`src/rtl/vpu_fp_max_reduce_if.sv`:
```
// Handshake bundle between the max-reduce sequencer and its neighbours:
// job source, element stream, shared FP max unit and result sink.
interface vpu_fp_max_reduce_if #(
    parameter int DATA_WIDTH = 16,
    parameter int LEN_WIDTH  = 6
);
    logic                  job_valid_i;
    logic                  job_ready_o;
    logic [LEN_WIDTH-1:0]  job_len_i;
    logic                  elem_valid_i;
    logic                  elem_ready_o;
    logic [DATA_WIDTH-1:0] elem_data_i;
    logic                  max_start_o;
    logic [DATA_WIDTH-1:0] max_op0_o;
    logic [DATA_WIDTH-1:0] max_op1_o;
    logic                  max_done_i;
    logic [DATA_WIDTH-1:0] max_result_i;
    logic                  res_valid_o;
    logic                  res_ready_i;
    logic [DATA_WIDTH-1:0] res_data_o;
    logic                  busy_o;

    // master is the sequencer side
    modport master (
        input  job_valid_i, job_len_i, elem_valid_i, elem_data_i,
               max_done_i, max_result_i, res_ready_i,
        output job_ready_o, elem_ready_o, max_start_o, max_op0_o, max_op1_o,
               res_valid_o, res_data_o, busy_o
    );

    modport slave (
        output job_valid_i, job_len_i, elem_valid_i, elem_data_i,
               max_done_i, max_result_i, res_ready_i,
        input  job_ready_o, elem_ready_o, max_start_o, max_op0_o, max_op1_o,
               res_valid_o, res_data_o, busy_o
    );
endinterface

```
`src/rtl/vpu_fp_max_reduce_ctrl.sv`:
```
// Max-reduction sequencer: folds a streamed vector into acc through one shared
// 2-input FP max unit, one op in flight, no arithmetic on data locally.
module vpu_fp_max_reduce_ctrl #(
    parameter int DATA_WIDTH = 16,
    parameter int LEN_WIDTH  = 6
) (
    input  logic                  clk,
    input  logic                  rst,
    vpu_fp_max_reduce_if.master   bus
);
    typedef enum logic [2:0] {S_IDLE, S_LOAD, S_ISSUE, S_WAIT, S_DONE} state_t;

    state_t                state, state_n;
    logic [LEN_WIDTH-1:0]  rem, rem_n;
    logic [DATA_WIDTH-1:0] acc, acc_n;

    always_ff @(posedge clk) begin
        if (rst) begin
            state <= S_IDLE;
            rem   <= '0;
            acc   <= '0;
        end else begin
            state <= state_n;
            rem   <= rem_n;
            acc   <= acc_n;
        end
    end

    always_comb begin
        state_n          = state;
        rem_n            = rem;
        acc_n            = acc;
        bus.job_ready_o  = 1'b0;
        bus.elem_ready_o = 1'b0;
        bus.max_start_o  = 1'b0;
        bus.max_op0_o    = acc;
        bus.max_op1_o    = '0;
        bus.res_valid_o  = 1'b0;
        bus.res_data_o   = acc;
        bus.busy_o       = (state != S_IDLE);
        case (state)
            S_IDLE: begin
                bus.job_ready_o = 1'b1;
                if (bus.job_valid_i) begin
                    rem_n = bus.job_len_i;
                    if (bus.job_len_i == '0) begin
                        acc_n   = '0;
                        state_n = S_DONE;
                    end else begin
                        state_n = S_LOAD;
                    end
                end
            end
            S_LOAD: begin
                bus.elem_ready_o = 1'b1;
                if (bus.elem_valid_i) begin
                    acc_n   = bus.elem_data_i;
                    rem_n   = rem - LEN_WIDTH'(1);
                    state_n = (rem == LEN_WIDTH'(1)) ? S_DONE : S_ISSUE;
                end
            end
            S_ISSUE: begin
                // the unit samples both operands on the start cycle itself
                bus.elem_ready_o = 1'b1;
                bus.max_op1_o    = bus.elem_data_i;
                if (bus.elem_valid_i) begin
                    bus.max_start_o = 1'b1;
                    state_n         = S_WAIT;
                end
            end
            S_WAIT: begin
                if (bus.max_done_i) begin
                    acc_n   = bus.max_result_i;
                    rem_n   = rem - LEN_WIDTH'(1);
                    state_n = (rem == LEN_WIDTH'(1)) ? S_DONE : S_ISSUE;
                end
            end
            S_DONE: begin
                bus.res_valid_o = 1'b1;
                if (bus.res_ready_i) state_n = S_IDLE;
            end
            default: state_n = S_IDLE;
        endcase
    end
endmodule

```
`src/flat_wrapper.sv`:
```
// flat-port wrapper written by rule: the top's interface ports become plain ports
module vpu_fp_max_reduce_ctrl_flat 
#(
    parameter int DATA_WIDTH = 16,
    parameter int LEN_WIDTH  = 6
)
  (clk, rst, bus_job_valid_i, bus_job_len_i, bus_elem_valid_i, bus_elem_data_i, bus_max_done_i, bus_max_result_i, bus_res_ready_i, bus_job_ready_o, bus_elem_ready_o, bus_max_start_o, bus_max_op0_o, bus_max_op1_o, bus_res_valid_o, bus_res_data_o, bus_busy_o);
  vpu_fp_max_reduce_if #(.DATA_WIDTH(DATA_WIDTH), .LEN_WIDTH(LEN_WIDTH)) bus_i ();
  input  logic clk;
  input  logic rst;
  input wire logic [$bits(bus_i.job_valid_i)-1:0] bus_job_valid_i;
  input wire logic [$bits(bus_i.job_len_i)-1:0] bus_job_len_i;
  input wire logic [$bits(bus_i.elem_valid_i)-1:0] bus_elem_valid_i;
  input wire logic [$bits(bus_i.elem_data_i)-1:0] bus_elem_data_i;
  input wire logic [$bits(bus_i.max_done_i)-1:0] bus_max_done_i;
  input wire logic [$bits(bus_i.max_result_i)-1:0] bus_max_result_i;
  input wire logic [$bits(bus_i.res_ready_i)-1:0] bus_res_ready_i;
  output wire logic [$bits(bus_i.job_ready_o)-1:0] bus_job_ready_o;
  output wire logic [$bits(bus_i.elem_ready_o)-1:0] bus_elem_ready_o;
  output wire logic [$bits(bus_i.max_start_o)-1:0] bus_max_start_o;
  output wire logic [$bits(bus_i.max_op0_o)-1:0] bus_max_op0_o;
  output wire logic [$bits(bus_i.max_op1_o)-1:0] bus_max_op1_o;
  output wire logic [$bits(bus_i.res_valid_o)-1:0] bus_res_valid_o;
  output wire logic [$bits(bus_i.res_data_o)-1:0] bus_res_data_o;
  output wire logic [$bits(bus_i.busy_o)-1:0] bus_busy_o;
  assign bus_i.job_valid_i = bus_job_valid_i;
  assign bus_i.job_len_i = bus_job_len_i;
  assign bus_i.elem_valid_i = bus_elem_valid_i;
  assign bus_i.elem_data_i = bus_elem_data_i;
  assign bus_i.max_done_i = bus_max_done_i;
  assign bus_i.max_result_i = bus_max_result_i;
  assign bus_i.res_ready_i = bus_res_ready_i;
  assign bus_job_ready_o = bus_i.job_ready_o;
  assign bus_elem_ready_o = bus_i.elem_ready_o;
  assign bus_max_start_o = bus_i.max_start_o;
  assign bus_max_op0_o = bus_i.max_op0_o;
  assign bus_max_op1_o = bus_i.max_op1_o;
  assign bus_res_valid_o = bus_i.res_valid_o;
  assign bus_res_data_o = bus_i.res_data_o;
  assign bus_busy_o = bus_i.busy_o;
  vpu_fp_max_reduce_ctrl #(.DATA_WIDTH(DATA_WIDTH), .LEN_WIDTH(LEN_WIDTH)) u_core (.clk(clk), .rst(rst), .bus(bus_i));
endmodule
```
`config.mk`:
```
export PLATFORM = sky130hd
export DESIGN_NAME = vpu_fp_max_reduce_ctrl_flat
export DESIGN_NICKNAME = d
export VERILOG_FILES = /design/src/rtl/vpu_fp_max_reduce_if.sv /design/src/rtl/vpu_fp_max_reduce_ctrl.sv /design/src/flat_wrapper.sv
export SDC_FILE = /design/constraint.sdc
export NUM_CORES = 1
export LEC_CHECK = 0
export CAP_MARGIN = 20
export CORE_UTILIZATION = 39
export DETAILED_ROUTE_END_ITERATION = 10
export PLACE_DENSITY_LB_ADDON = 0.12
export SYNTH_ARGS = -nofsm -noshare
export SYNTH_HDL_FRONTEND = slang
export SYNTH_SLANG_ARGS = --single-unit
```
`constraint.sdc`:
```
create_clock -name clk -period 3.1 [get_ports clk]
set_input_delay 0.93 -clock clk [delete_from_list [all_inputs] [get_ports clk]]
set_output_delay 0.93 -clock clk [all_outputs]
set_load 0.005 [all_outputs]
```
==> impl_metrics.json <==
{
  "cp_data_arrival_time_ns": 2.08,
  "antenna_found_initial": 0,
  "grt_overflow": 0,
  "route.detailed.drc": 0,
  "grt_max_degree": 34,
  "synthMostInstantiatedCell": "a21oi_1",
  "setup_viol": 0,
  "synth.yosys.seq_area_share_pct": 29.3,
  "synth_edf_count": 0,
  "fin_skew_ns": 0.000964,
  "maxSlewViolCount": 0,
  "syn-mean-instance-area_sq_um": 7.88,
  "synthCells": 217,
  "viasPerCell": 5.47,
  "end_kind": "output port",
  "yosysTopAreaCell": "dfxtp_1",
  "rows": 23,
  "cts_setup_buffers": 0,
  "async_flop_share_pct": 0,
  "wl_microns": 4820,
  "tns_ns": 0,
  "synth_common_cells": "a21oi_1, dfxtp_1, o21ai_0, and3_1",
  "p_leak_nw": 0.971,
  "htreeDepth": 1,
  "synth_top_area_share_pct": 29.3,
  "ys.warnings.count": 0,
  "critical_path_class": "primary input to output port",
  "syn_area_sq_um": 1710,
  "max_freq_mhz": 332,
  "ys_ff_latch": 25,
  "start_util_pct": 41.6,
  "core_area_sq_um": 4120,
  "drive_above_1_share_pct": 6.25,
  "cp_max_fo": 2,
  "drt_iter0_markers": 114,
  "path_clk_slew_ns": 0.09,
  "die_area_sq_um": 4650,
  "drt-pass1-iter-count": 4,
  "final_area_sq_um": 2640,
  "timing_hold_violations_final": 0,
  "syn_nets": 263,
  "place_congestion": 0.796,
  "post_dp_cell_area_sq_um": 2590,
  "grt_pass1_wl_microns": 7700,
  "power_per_cell_area_nw_per_um2": 410,
  "grtUsageTotal_pct": 21.6,
  "port_buffers": 96,
  "die_h_microns": 68.2,
  "clockBufferDepth": 2,
  "cts_buffers": 3,
  "yosysUniqueCellTypes": 37,
  "cts_tree": "built",
  "clockRootBuffer": "clkbuf_8",
  "crit_required_ns": 2.17,
  "cts-resized-gates": 0,
  "post-route-min-period_ns": 3.01,
  "vias": 1849,
  "critPathLaunchType": "primary input",
  "clock-sinks": 25,
  "grt_pass1_vias": 1708,
  "n_antenna_cell": 0,
  "ios": 97,
  "nNetsFinal": 335,
  "postRouteAntennaNets": 0,
  "synth_area_leaders": "dfxtp_1, mux2i_1, a21oi_1",
  "worst_pin_slew_ns": 0.571,
  "clk_latency_ns": 0.27,
  "wl_per_cell_microns": 14.3,
  "outcome": "complete, no violations",
  "area_growth_pct": 54.1,
  "postCtsHoldBufs": 0,
  "peakVddDrop_mv": 0.163,
  "die_width_microns": 68.2,
  "min_path_type": "flip-flop to flip-flop",
  "rsz0062_at_grt": "false",
  "post-route-period-util_pct": 97.1,
  "relSlewSlack_pct": 61.9,
  "maxCapViolations": 0,
  "hpwl_microns": 3570,
  "synth_ff_type": "dfxtp_1"
}
where the power goes:
part,total (W),leakage (nW),switching [W],internal (W)
clock network,0.000193,0.0228,0.000102,0.0000919
registers,0.000401,0.204,0.0000515,0.000349
logic,0.000486,0.745,0.000220,0.000266
total,0.00108,0.971,0.000373,0.000707
layout by cell type (no fill, tap or decap):
master,Yosys,final
nor4_1,1,1
and2_1,1,1
dfxtp_1,25,24
a31oi_1,1,1
buf_4,16,10
or4_4,1,1
clkbuf_8,0,3
a311oi_1,1,1
dfxtp_2,0,1
o31ai_1,1,1
o2bb2ai_1,1,1
xnor2_1,1,1
o21ai_1,2,2
a21o_1,2,2
nand3_1,2,2
nor3b_1,2,2
and3_1,18,18
o211ai_1,1,1
a2bb2oi_2,0,1
inv_1,4,4
o21ai_0,20,20
nor3_1,4,4
nand2b_1,2,2
mux2i_1,17,17
nand2_1,6,6
or4_1,17,17
a221oi_1,1,1
a21oi_1,30,30
o31a_4,1,1
nand4b_1,1,1
nor2_1,7,7
ha_1,2,2
clkbuf_1,15,1
a2111oi_0,1,1
clkdlybuf4s50_1,0,96
nor2b_1,3,3
nor3_2,1,1
through the flow:
step           hold slack [ns]  setup WS (ns)  power, W  util [%]  std cells
3_3_place_gp             0.469         0.0897  0.000891      63.0        334
4_1_cts                  0.488         0.0834   0.00109      64.1        338
3_5_place_dp             0.477         0.0642  0.000895      63.0        334
5_1_grt                  0.513         0.0516   0.00116      64.1        338
6_report                 0.489         0.0899   0.00108      64.1        338
2_1_floorplan            0.454          0.562  0.000680         -        217
path summary, 6_finish.rpt:
kind / from / to / slack [ns] / cells after the start
min: u_core.rem[1] / u_core.rem[1] / 0.49 / 2
max: bus_elem_data_i[12] / bus_max_op1_o[12] / 0.09 / 3
min reg2reg: u_core.rem[1] / u_core.rem[1] / 0.49 / 2
max reg2reg: u_core.state[1] / u_core.bus.max_op0_o[7] / 0.84 / 6
sequential cells by signal, summed over array words and instances (netlist names):
register / flops
u_core.bus.max_op0_o: 16
u_core.rem: 6
u_core.state: 3
cell families (layout without fill, tap and decap cells):
group           after synthesis  count (layout)  share of synthesized area, %
compound gates               63              63                          20.9
xor+xnor                      1               1                         0.512
fa+ha+maj                     2               2                          1.46
buf+inv                      43             114                          14.0
flops                        25              25                          29.3
mux                          17              17                          9.95
simple gates                 66              66                          23.8
worst max-delay path, stage by stage:
cell             delay (ns)
clkdlybuf4s50_1        0.49
and3_1                 0.16
clkdlybuf4s50_1        0.50
routing by layer:
metal	track usage, %	routed length [microns]
met1	27.7	2190
met2	35.0	2250
met3	6.33	348
met4	5.47	29
met5	0	0
area by class of cell:
| cell class | count | area [sq um] |
|---|---|---|
| Sequential cell | 25 | 502 |
| Tap cell | 50 | 62.6 |
| Multi-Input combinational cell | 149 | 976 |
| Timing Repair Buffer | 106 | 1040 |
| Clock buffer | 4 | 45.0 |
| Inverter | 4 | 15.0 |
| Fill cell | 369 | 1480 |
Power figures use the tool's default switching activity.
